### config.mk
export PLATFORM = sky130hd
export DESIGN_NAME = usb_ep_pmod_bridge
export DESIGN_NICKNAME = d
export VERILOG_FILES = /design/src/rtl/usb_ep_pmod_bridge.sv
export SDC_FILE = /design/constraint.sdc
export NUM_CORES = 1
export LEC_CHECK = 0
export CAP_MARGIN = 0
export CORE_MARGIN = 2
export CORE_UTILIZATION = 45
export DETAILED_ROUTE_END_ITERATION = 7
export GPL_TIMING_DRIVEN = 0
export HOLD_SLACK_MARGIN = 0.08
export PLACE_DENSITY = 0.75
export SYNTH_ARGS = -nofsm -noshare
export SYNTH_HDL_FRONTEND = slang
export SYNTH_SLANG_ARGS = --single-unit
export TNS_END_PERCENT = 50
### constraint.sdc
create_clock -name clk -period 2.3 [get_ports clk]
set_clock_uncertainty 0.2 [all_clocks]
set_input_delay 0.46 -clock clk [delete_from_list [all_inputs] [get_ports clk]]
set_output_delay 0.46 -clock clk [all_outputs]
set_load 0.01 [all_outputs]
### src/rtl/usb_ep_pmod_bridge.sv
// USB endpoint command bridge driving NUM_PORTS 8-bit Pmod ports (write / read / pulse).
// Optional timed pulse command enabled by defining USB_PMOD_PULSE_EN.
module usb_ep_pmod_bridge #(
  parameter int         NUM_PORTS = 4,
  parameter logic [7:0] RESET_VAL = 8'h00,
  parameter int         PULSE_LEN = 16
) (
  input  logic                   clk,
  input  logic                   reset,
  input  logic [7:0]             ep_out_dout,
  output logic                   ep_out_re,
  input  logic                   ep_out_empty,
  output logic [7:0]             ep_in_din,
  output logic                   ep_in_we,
  input  logic                   ep_in_full,
  input  logic [NUM_PORTS*8-1:0] pmod_in,
  output logic [NUM_PORTS*8-1:0] pmod_out,
  output logic [7:0]             err_cnt,
  output logic                   busy
);

  // state     | meaning
  // S_IDLE    | wait for a header byte in the OUT FIFO
  // S_HDR_RD  | header read strobe issued
  // S_HDR_CAP | header on ep_out_dout, decode it
  // S_DAT_REQ | wait for the data byte
  // S_DAT_RD  | data read strobe issued
  // S_DAT_CAP | data on ep_out_dout (or held while a pulse stalls), apply it
  // S_RESP    | push readback byte once the IN FIFO has room
  typedef enum logic [2:0] {
    S_IDLE, S_HDR_RD, S_HDR_CAP, S_DAT_REQ, S_DAT_RD, S_DAT_CAP, S_RESP
  } state_t;

  localparam logic [1:0] OP_WRITE = 2'b00;
  localparam logic [1:0] OP_READ  = 2'b01;
  localparam logic [1:0] OP_PULSE = 2'b10;
  localparam logic [6:0] NP7      = 7'(NUM_PORTS);

  state_t      state_q, state_d;
  logic [1:0]  op_q, op_d;
  logic [5:0]  port_q, port_d;
  logic        ok_q, ok_d;
  logic [7:0]  data_q, data_d;
  logic        stall_q, stall_d;
  logic [7:0]  port_val_q [NUM_PORTS];
  logic [7:0]  port_val_d [NUM_PORTS];
  logic        ep_out_re_q, ep_out_re_d;
  logic        ep_in_we_q, ep_in_we_d;
  logic [7:0]  ep_in_din_q, ep_in_din_d;
  logic [7:0]  err_cnt_q, err_cnt_d;
  logic        busy_q, busy_d;

  logic        err_inc;
  logic        hdr_in_rng;
  logic [7:0]  dat_byte;
  logic [7:0]  rd_byte;

`ifdef USB_PMOD_PULSE_EN
  localparam int CNT_W = $clog2(PULSE_LEN + 1);
  logic             pulse_act_q, pulse_act_d;
  logic [CNT_W-1:0] pulse_cnt_q, pulse_cnt_d;
  logic [5:0]       pulse_port_q, pulse_port_d;
  logic [7:0]       pulse_save_q, pulse_save_d;
  logic [7:0]       cur_val;
`endif

  always_comb begin
    state_d     = state_q;
    op_d        = op_q;
    port_d      = port_q;
    ok_d        = ok_q;
    data_d      = data_q;
    stall_d     = stall_q;
    port_val_d  = port_val_q;
    ep_out_re_d = 1'b0;
    ep_in_we_d  = 1'b0;
    ep_in_din_d = ep_in_din_q;
    err_inc     = 1'b0;
    hdr_in_rng  = ({1'b0, ep_out_dout[5:0]} < NP7);
    // once stalled, the FIFO data bus has moved on, so use the held copy
    dat_byte    = stall_q ? data_q : ep_out_dout;
    rd_byte     = 8'h00;
    for (int k = 0; k < NUM_PORTS; k++) begin
      if (port_q == 6'(k)) rd_byte = pmod_in[k*8 +: 8];
    end

`ifdef USB_PMOD_PULSE_EN
    pulse_act_d  = pulse_act_q;
    pulse_cnt_d  = pulse_cnt_q;
    pulse_port_d = pulse_port_q;
    pulse_save_d = pulse_save_q;
    cur_val      = 8'h00;
    for (int k = 0; k < NUM_PORTS; k++) begin
      if (port_q == 6'(k)) cur_val = port_val_q[k];
    end
    if (pulse_act_q) begin
      if (pulse_cnt_q == CNT_W'(1)) begin
        pulse_act_d = 1'b0;
        for (int k = 0; k < NUM_PORTS; k++) begin
          if (pulse_port_q == 6'(k)) port_val_d[k] = pulse_save_q;
        end
      end else begin
        pulse_cnt_d = pulse_cnt_q - CNT_W'(1);
      end
    end
`endif

    case (state_q)
      S_IDLE: begin
        if (!ep_out_empty) begin
          ep_out_re_d = 1'b1;
          state_d     = S_HDR_RD;
        end
      end
      S_HDR_RD: state_d = S_HDR_CAP;
      S_HDR_CAP: begin
        op_d   = ep_out_dout[7:6];
        port_d = ep_out_dout[5:0];
        case (ep_out_dout[7:6])
          OP_WRITE: begin
            ok_d    = hdr_in_rng;
            state_d = S_DAT_REQ;
          end
          OP_READ: begin
            ok_d    = hdr_in_rng;
            state_d = hdr_in_rng ? S_RESP : S_IDLE;
          end
          OP_PULSE: begin
`ifdef USB_PMOD_PULSE_EN
            ok_d    = hdr_in_rng;
`else
            ok_d    = 1'b0;
`endif
            state_d = S_DAT_REQ;
          end
          default: begin
            ok_d    = 1'b0;
            state_d = S_IDLE;
          end
        endcase
        err_inc = !ok_d;
      end
      S_DAT_REQ: begin
        if (!ep_out_empty) begin
          ep_out_re_d = 1'b1;
          state_d     = S_DAT_RD;
        end
      end
      S_DAT_RD: state_d = S_DAT_CAP;
      S_DAT_CAP: begin
        data_d  = dat_byte;
        stall_d = 1'b0;
        state_d = S_IDLE;
        if (ok_q && op_q == OP_WRITE) begin
          for (int k = 0; k < NUM_PORTS; k++) begin
            if (port_q == 6'(k)) port_val_d[k] = dat_byte;
          end
`ifdef USB_PMOD_PULSE_EN
          if (pulse_act_q && pulse_port_q == port_q) pulse_act_d = 1'b0;
`endif
        end
`ifdef USB_PMOD_PULSE_EN
        if (ok_q && op_q == OP_PULSE) begin
          if (pulse_act_q) begin
            stall_d = 1'b1;
            state_d = S_DAT_CAP;
          end else begin
            pulse_act_d  = 1'b1;
            pulse_cnt_d  = CNT_W'(PULSE_LEN);
            pulse_port_d = port_q;
            pulse_save_d = cur_val;
            for (int k = 0; k < NUM_PORTS; k++) begin
              if (port_q == 6'(k)) port_val_d[k] = dat_byte;
            end
          end
        end
`endif
      end
      S_RESP: begin
        if (!ep_in_full) begin
          ep_in_we_d  = 1'b1;
          ep_in_din_d = rd_byte;
          state_d     = S_IDLE;
        end
      end
      default: state_d = S_IDLE;
    endcase

    err_cnt_d = (err_inc && err_cnt_q != 8'hFF) ? err_cnt_q + 8'd1 : err_cnt_q;
`ifdef USB_PMOD_PULSE_EN
    busy_d = (state_d != S_IDLE) || pulse_act_d;
`else
    busy_d = (state_d != S_IDLE);
`endif
  end

  always_ff @(posedge clk or negedge reset) begin
    if (!reset) begin
      state_q     <= S_IDLE;
      op_q        <= 2'b00;
      port_q      <= 6'd0;
      ok_q        <= 1'b0;
      data_q      <= 8'h00;
      stall_q     <= 1'b0;
      for (int k = 0; k < NUM_PORTS; k++) port_val_q[k] <= RESET_VAL;
      ep_out_re_q <= 1'b0;
      ep_in_we_q  <= 1'b0;
      ep_in_din_q <= 8'h00;
      err_cnt_q   <= 8'h00;
      busy_q      <= 1'b0;
`ifdef USB_PMOD_PULSE_EN
      pulse_act_q  <= 1'b0;
      pulse_cnt_q  <= '0;
      pulse_port_q <= 6'd0;
      pulse_save_q <= 8'h00;
`endif
    end else begin
      state_q     <= state_d;
      op_q        <= op_d;
      port_q      <= port_d;
      ok_q        <= ok_d;
      data_q      <= data_d;
      stall_q     <= stall_d;
      port_val_q  <= port_val_d;
      ep_out_re_q <= ep_out_re_d;
      ep_in_we_q  <= ep_in_we_d;
      ep_in_din_q <= ep_in_din_d;
      err_cnt_q   <= err_cnt_d;
      busy_q      <= busy_d;
`ifdef USB_PMOD_PULSE_EN
      pulse_act_q  <= pulse_act_d;
      pulse_cnt_q  <= pulse_cnt_d;
      pulse_port_q <= pulse_port_d;
      pulse_save_q <= pulse_save_d;
`endif
    end
  end

  for (genvar g = 0; g < NUM_PORTS; g++) begin : g_out
    assign pmod_out[g*8 +: 8] = port_val_q[g];
  end

  assign ep_out_re = ep_out_re_q;
  assign ep_in_we  = ep_in_we_q;
  assign ep_in_din = ep_in_din_q;
  assign err_cnt   = err_cnt_q;
  assign busy      = busy_q;

endmodule

==> impl_metrics.sql, run 1 <==
INSERT INTO impl_metrics (metric_group, metric, value, unit) VALUES
('outcome', 'outcome', 'finished clean', ''),
('logic_synthesis', 'yosysWarnings', '0', ''),
('timing', 'final_max_slew_viol_count', '0', ''),
('die', 'die_w', '83.2', 'um'),
('logic_synthesis', 'cell_type_contributing_the_most_total_cell_area_after_synthesis', 'sky130_fd_sc_hd__dfrtp_1', ''),
('timing', 'timing.final.crit_share', '0.949', ''),
('power', 'pwr_density_cell', '965', 'mW/mm2'),
('routing', 'route.vias.total', '2047', ''),
('die', 'die_h', '83.2', 'um'),
('setup_path', 'start_kind', 'input port', ''),
('logic_synthesis', 'edff_count_synth', '0', ''),
('routing', 'routedWlPerCell', '17.0', 'um'),
('placed_design', 'post_dp_cell_area', '0.00385', 'mm2'),
('timing', 'fmaxAchievable', '0.458', 'GHz'),
('logic_synthesis', 'netlist.area_leader.share', '0.559', ''),
('timing', 'slew_headroom', '0.470', ''),
('cts', 'clock_insertion_delay_worst_skew', '0.33', 'ns'),
('timing', 'final_hold_viol_count', '0', ''),
('cells_and_area', 'finalCoreUtilization', '0.683', ''),
('setup_path', 'critical-path-top-delay-family', 'simple AND/OR/NAND/NOR gates', ''),
('global_route', 'grt_first_pass_wirelength', '11200', 'um'),
('logic_synthesis', 'mappedNetlistNets', '240', ''),
('setup_path', 'critPathBufInv', '1', ''),
('routing', 'wirelength', '6490', 'um'),
('die', 'floorplan.core_area', '0.00599', 'mm2'),
('power', 'ir_drop', '0.000499', 'V'),
('routing', 'drt_first_iter_violations', '167', ''),
('routing', 'drt.antenna.violating_nets', '0', ''),
('timing', 'report.final.setup_viol', '0', ''),
('placed_design', 'finalWeightedCongestion', '0.831', ''),
('timing', 'worstMarginPinSlew', '0.794', 'ns'),
('cts', 'number_of_h_tree_levels', '3', ''),
('logic_synthesis', 'avg_cell_area_syn', '14.5', 'um2'),
('setup_path', 'worst-setup-path-type', 'in2reg', ''),
('timing', 'fin_crit', '2.18', 'ns'),
('cells_and_area', 'final_cell_area', '0.00409', 'mm2'),
('logic_synthesis', 'post_synth_inst_count', '195', ''),
('cts', 'ctsLongestPathBuffers', '2', ''),
('die', 'floorplan.initialDensity', '0.471', ''),
('logic_synthesis', 'synth_top_cells_by_area', 'sky130_fd_sc_hd__dfrtp_1 56%, sky130_fd_sc_hd__mux2_2 17%, sky130_fd_sc_hd__mux4_2 6.4%, sky130_fd_sc_hd__a22o_1 2.5%, sky130_fd_sc_hd__nand2_1 1.1%', ''),
('power', 'power_frac_clock', '0.264', ''),
('logic_synthesis', 'postSynth.asyncResetShare', '1.00', ''),
('die', 'row_count', '28', ''),
('timing', 'worst_hold_margin', '0.303', 'ns'),
('die', 'floorplan.io_pins', '95', ''),
('timing', 'finalWorstSetupSlack', '0.117', 'ns'),
('logic_synthesis', 'synth.lib_cells_used.distinct', '43', ''),
('placed_design', 'numPlacedInstances', '364', ''),
('global_route', 'number_of_global_route_vias_before_repair', '2227', ''),
('cts', 'clk_pin_slew_worst_paths', '0.07', 'ns'),
('cells_and_area', 'syn_to_final_growth', '45.0', '%'),
('placed_design', 'io_port_bufs', '94', ''),
('power', 'finalPower', '3.95', 'mW'),
('setup_path', 'worstPathMaxFanout', '7', ''),
('setup_path', 'crit_arrival', '2.21', 'ns'),
('routing', 'firstDrtPassIters', '4', ''),
('timing', 'grt_setup_unrepaired', 'false', ''),
('power', 'total_switching_power', '1.23', 'mW'),
('global_route', 'grt.overflow.total', '0', ''),
('power', 'pwr-share-seq', '0.395', ''),
('power', 'p_leak', '1.74', 'nW'),
('placed_design', 'hpwl', '4550', 'um'),
('routing', 'vias_per_cell', '5.36', ''),
('hold_path', 'min_path_type', 'reg2reg', ''),
('setup_path', 'timing.critical_path.required', '2.32', 'ns'),
('timing', 'setup-tns-final', '0', 'ns'),
('logic_synthesis', 'yosys_register_bits', '63', ''),
('logic_synthesis', 'area_of_the_mapped_netlist', '0.00282', 'mm2'),
('cts', 'root_buffer', 'sky130_fd_sc_hd__clkbuf_8', ''),
('power', 'pwr-share-comb', '0.341', ''),
('global_route', 'grt_max_degree', '64', '');
## what timing repair did
| item | in CTS | in global routing |
|---|---|---|
| hold buffers | 1 | 0 |
| gates resized for setup | 0 | 1 |
| hold endpoints to repair | 63 | 0 |
| endpoints found under the setup margin | 0 | 9 |
| setup buffers | 0 | 1 |
## final timing paths
check | start | endpoint | slack, ns | cells after the start
min in group asynchronous | reset | err_cnt[5] | 0.55 | 2
min | pmod_out[8] | pmod_out[8] | 0.30 | 1
max in group asynchronous | reset | pmod_out[14] | 0.82 | 2
max reg2reg | state_q[1] | pmod_out[18] | 0.14 | 5
min reg2reg | pmod_out[8] | pmod_out[8] | 0.30 | 1
max | ep_out_dout[3] | err_cnt[1] | 0.12 | 5
## Yosys cell counts, types with 2 or more instances
cell type,instances
sky130_fd_sc_hd__a22o_1,8
sky130_fd_sc_hd__o21ai_0,3
sky130_fd_sc_hd__dfrtp_1,63
sky130_fd_sc_hd__mux2_2,42
sky130_fd_sc_hd__buf_2,3
sky130_fd_sc_hd__or2_2,2
sky130_fd_sc_hd__mux4_2,8
sky130_fd_sc_hd__xor2_1,3
sky130_fd_sc_hd__nor2b_1,2
sky130_fd_sc_hd__nor3_1,5
sky130_fd_sc_hd__inv_1,7
sky130_fd_sc_hd__nor2_1,6
sky130_fd_sc_hd__mux2i_1,2
sky130_fd_sc_hd__a21oi_1,2
sky130_fd_sc_hd__nand2_1,8
sky130_fd_sc_hd__clkbuf_1,2
sky130_fd_sc_hd__nand3_1,3
## per-layer routing
metal / global-route usage / vias up / share of wire
met1: 0.253 / 1033 / 0.43
met5: 0 / - / 0
met2: 0.331 / 66 / 0.50
met3: 0.0746 / 9 / 0.055
li1: - / 939 / -
met4: 0.0626 / 0 / 0.013
## cell usage in the layout, fill, tap and decap left out, types with 2 or more instances in the layout
| cell type | instances |
|---|---|
| sky130_fd_sc_hd__clkdlybuf4s50_1 | 93 |
| sky130_fd_sc_hd__dfrtp_1 | 63 |
| sky130_fd_sc_hd__mux2_2 | 42 |
| sky130_fd_sc_hd__clkbuf_8 | 9 |
| sky130_fd_sc_hd__nand2_1 | 8 |
| sky130_fd_sc_hd__mux4_2 | 8 |
| sky130_fd_sc_hd__a22o_1 | 8 |
| sky130_fd_sc_hd__inv_1 | 7 |
| sky130_fd_sc_hd__nor2_1 | 6 |
| sky130_fd_sc_hd__nor3_1 | 5 |
| sky130_fd_sc_hd__clkbuf_1 | 3 |
| sky130_fd_sc_hd__buf_4 | 3 |
| sky130_fd_sc_hd__buf_2 | 3 |
| sky130_fd_sc_hd__o21ai_0 | 3 |
| sky130_fd_sc_hd__nand3_1 | 3 |
| sky130_fd_sc_hd__xor2_1 | 3 |
| sky130_fd_sc_hd__or2_2 | 2 |
| sky130_fd_sc_hd__a21oi_1 | 2 |
| sky130_fd_sc_hd__nor2b_1 | 2 |
| sky130_fd_sc_hd__mux2i_1 | 2 |
| sky130_fd_sc_hd__clkinv_2 | 2 |
| sky130_fd_sc_hd__bufinv_16 | 2 |
| sky130_fd_sc_hd__clkinvlp_4 | 2 |
## final cells by class
class | count | area (um2) | share of cell area
plain buffers | 7 | 41.3 | 0.0101
well taps | 75 | 93.8 | 0.0229
inverters | 7 | 26.3 | 0.00642
multi-input cells | 118 | 1190 | 0.290
clock inverters | 6 | 85.1 | 0.0208
clock buffers | 10 | 128 | 0.0312
repair buffers | 96 | 956 | 0.234
flip-flops and latches | 63 | 1580 | 0.385
## logic make-up after synthesis
logic type | count (synthesis) | synth area share
XOR/XNOR | 3 | 0.00931
AND/OR/NAND/NOR | 41 | 0.109
AO/OA/AOI/OAI | 21 | 0.0567
adder cells (fa/ha/maj) | 1 | 0.00443
flip-flops | 63 | 0.559
buffers and inverters | 14 | 0.0239
multiplexers | 52 | 0.238
## registers in the layout, indices dropped and copies added, names as in the netlist
signal     cells
pmod_out      32
ep_in_din      8
err_cnt        8
port_q         6
state_q        3
op_q           2
busy           1
ep_in_we       1
ep_out_re      1
ok_q           1
## power by group through the flow
stage                     registers (mW)  logic (mW)  clock network (mW)
after CTS                           1.56        1.35                1.06
after detailed placement            1.58        1.35                   0
after global routing                1.60        1.46                1.12
after global placement              1.57        1.31                   0
final                               1.56        1.35                1.04
after floorplan                     1.61       0.754                   0
## worst register-to-register path, delay by kind of cell (launching register included)
kind | cells | cell delay, ns
buf+inv | 1 | 0.15
flops | 1 | 0.46
mux | 1 | 0.35
simple gates | 3 | 0.89
Note: power is estimated with default switching activity, not from simulation.
==> run 2: changes to the inputs <==
--- a/config.mk
+++ b/config.mk
@@ -11,7 +11,7 @@
 export DETAILED_ROUTE_END_ITERATION = 7
 export GPL_TIMING_DRIVEN = 0
 export HOLD_SLACK_MARGIN = 0.08
-export PLACE_DENSITY = 0.75
+export PLACE_DENSITY = 0.83
 export SYNTH_ARGS = -nofsm -noshare
 export SYNTH_HDL_FRONTEND = slang
 export SYNTH_SLANG_ARGS = --single-unit
==> impl_metrics.sql, run 2 (synthesis results as in run 1) <==
INSERT INTO impl_metrics (metric_group, metric, value, unit) VALUES
('outcome', 'outcome', 'finished clean', ''),
('cells_and_area', 'syn_to_final_growth', '44.8', '%'),
('routing', 'drt_first_iter_violations', '97', ''),
('timing', 'setup-tns-final', '0', 'ns'),
('placed_design', 'post_dp_cell_area', '0.00387', 'mm2'),
('timing', 'finalWorstSetupSlack', '0.118', 'ns'),
('timing', 'report.final.setup_viol', '0', ''),
('cts', 'number_of_h_tree_levels', '3', ''),
('routing', 'routedWlPerCell', '17.3', 'um'),
('global_route', 'grt_antenna_before_repair', '0', ''),
('cells_and_area', 'area.sequential', '0.00158', 'mm2'),
('timing', 'grt_setup_unrepaired', 'false', ''),
('timing', 'worst_hold_margin', '0.302', 'ns'),
('cells_and_area', 'drive_above_1_share', '0.269', ''),
('cts', 'tritoncts', 'built', ''),
('die', 'row_count', '28', ''),
('cells_and_area', 'stdcell_count', '383', ''),
('cells_and_area', 'finalCoreUtilization', '0.682', ''),
('timing', 'fin_crit', '2.18', 'ns'),
('setup_path', 'critical_path.endpoint_type', 'register', ''),
('timing', 'final_hold_viol_count', '0', ''),
('power', 'pwr_density_cell', '942', 'mW/mm2'),
('cells_and_area', 'final_cell_area', '0.00409', 'mm2'),
('timing', 'final_max_slew_viol_count', '0', ''),
('cells_and_area', 'layout.cells.most_common', 'sky130_fd_sc_hd__clkdlybuf4s50_1', ''),
('job', 'cap_violations', '0', ''),
('routing', 'post-route-drc-count', '0', ''),
('die', 'die_h', '83.2', 'um'),
('die', 'floorplan.io_pins', '95', ''),
('placed_design', 'hpwl', '4770', 'um'),
('cts', 'clock_insertion_delay_worst_skew', '0.33', 'ns'),
('cells_and_area', 'layout.cells.most_common_list', '93 x sky130_fd_sc_hd__clkdlybuf4s50_1, 63 x sky130_fd_sc_hd__dfrtp_1, 42 x sky130_fd_sc_hd__mux2_2', ''),
('cells_and_area', 'multi_input_comb_area', '0.00119', 'mm2'),
('die', 'die_w', '83.2', 'um'),
('routing', 'wirelength', '6640', 'um'),
('die', 'floorplan.core_area', '0.00599', 'mm2'),
('setup_path', 'timing.critical_path.required', '2.32', 'ns'),
('power', 'p_leak', '1.75', 'nW'),
('cells_and_area', 'filler_cell_count', '427', ''),
('global_route', 'globalRouteTotalUtil', '0.204', ''),
('power', 'finalPower', '3.85', 'mW'),
('placed_design', 'io_port_bufs', '94', ''),
('cts', 'ctsLongestPathBuffers', '2', ''),
('routing', 'firstDrtPassIters', '4', ''),
('cells_and_area', 'antenna-diode-count', '0', ''),
('cts', 'clk_pin_slew_worst_paths', '0.07', 'ns'),
('timing', 'fmaxAchievable', '0.458', 'GHz'),
('cts', 'cts-buffers-inserted', '9', ''),
('cts', 'root_buffer', 'sky130_fd_sc_hd__clkbuf_8', ''),
('placed_design', 'numPlacedInstances', '365', ''),
('placed_design', 'placement_setup_slack', '-0.284', 'ns'),
('setup_path', 'crit_arrival', '2.20', 'ns'),
('timing', 'timing.final.crit_share', '0.949', ''),
('timing', 'worstMarginPinSlew', '0.671', 'ns'),
('global_route', 'grt.overflow.total', '0', ''),
('global_route', 'grt_first_pass_wirelength', '11200', 'um'),
('timing', 'slew_headroom', '0.553', ''),
('cells_and_area', 'final_nets', '348', ''),
('cells_and_area', 'flip_flop_count_of_the_largest_register_all_copies_and_words_added', '32', ''),
('die', 'die_area', '0.00692', 'mm2'),
('die', 'floorplan.initialDensity', '0.471', ''),
('hold_path', 'min_path_type', 'reg2reg', ''),
('global_route', 'grt_max_degree', '36', ''),
('power', 'ir_drop', '0.000495', 'V'),
('routing', 'route.vias.total', '2054', ''),
('global_route', 'number_of_global_route_vias_before_repair', '2221', ''),
('cts', 'tritoncts_num_sinks', '63', ''),
('setup_path', 'worstPathMaxFanout', '7', ''),
('setup_path', 'worst-setup-path-type', 'in2reg', ''),
('setup_path', 'start_kind', 'input port', ''),
('routing', 'drt.antenna.violating_nets', '0', ''),
('placed_design', 'finalWeightedCongestion', '0.743', ''),
('routing', 'vias_per_cell', '5.36', '');
==> run 2: cell types whose count changed in the layout (fill, tap and decap cells not counted) <==
| cell | before | now |
|---|---|---|
| sky130_fd_sc_hd__buf_4 | 3 | 2 |
| sky130_fd_sc_hd__clkinv_2 | 2 | 3 |
| sky130_fd_sc_hd__clkbuf_8 | 9 | 10 |
| sky130_fd_sc_hd__buf_2 | 3 | 4 |
| sky130_fd_sc_hd__clkbuf_1 | 3 | 4 |
| sky130_fd_sc_hd__bufinv_16 | 2 | 1 |
| sky130_fd_sc_hd__clkinvlp_4 | 2 | 0 |
| sky130_fd_sc_hd__buf_12 | 0 | 1 |
==> run 2: cell type report <==
| cell class | instances | share of cell area |
|---|---|---|
| clock inverter | 4 | 0.0110 |
| multi-input combinational | 118 | 0.290 |
| inverter | 7 | 0.00643 |
| tap | 75 | 0.0230 |
| sequential | 63 | 0.386 |
| clock buffer | 12 | 0.0355 |
| buffer | 7 | 0.0101 |
| timing repair buffer | 97 | 0.238 |
==> run 2: path summary, 6_finish.rpt <==
kind,startpoint,to,slack (ns),cells after the start
worst max-delay path,ep_out_dout[5],err_cnt[1],0.12,5
worst min-delay path,ep_in_din[6],ep_in_din[6],0.30,1
worst max register to register,state_q[2],err_cnt[7],0.19,5
worst min register to register,ep_in_din[6],ep_in_din[6],0.30,1
max in group asynchronous,reset,busy,0.79,3
min in group asynchronous,reset,pmod_out[18],0.49,2
==> run 2: timing repair <==
item	in CTS	in global routing
endpoints found under the setup margin	0	9
hold buffers	1	0
setup buffers	0	1
hold endpoints to repair	28	0
resized for setup	0	1
==> run 2: where the power goes <==
part           switching (mW)  internal (mW)  leakage, nW
clock network           0.420          0.526        0.100
registers               0.209           1.35        0.783
logic                   0.579          0.767        0.864
==> run 2: worst max-delay path: stages <==
cell and delay, ns:
sky130_fd_sc_hd__clkdlybuf4s50_1 0.51, sky130_fd_sc_hd__or4_4 0.61, sky130_fd_sc_hd__o21ai_4 0.22, sky130_fd_sc_hd__nor2_1 0.11, sky130_fd_sc_hd__mux2_2 0.28
==> run 2: layer usage <==
layer | vias to the layer above | GRT usage | part of all wire
li1 | 947 | - | -
met1 | 1034 | 0.250 | 0.42
met2 | 60 | 0.337 | 0.51
met3 | 13 | 0.0577 | 0.053
met4 | 0 | 0.0894 | 0.019
met5 | - | 0 | 0
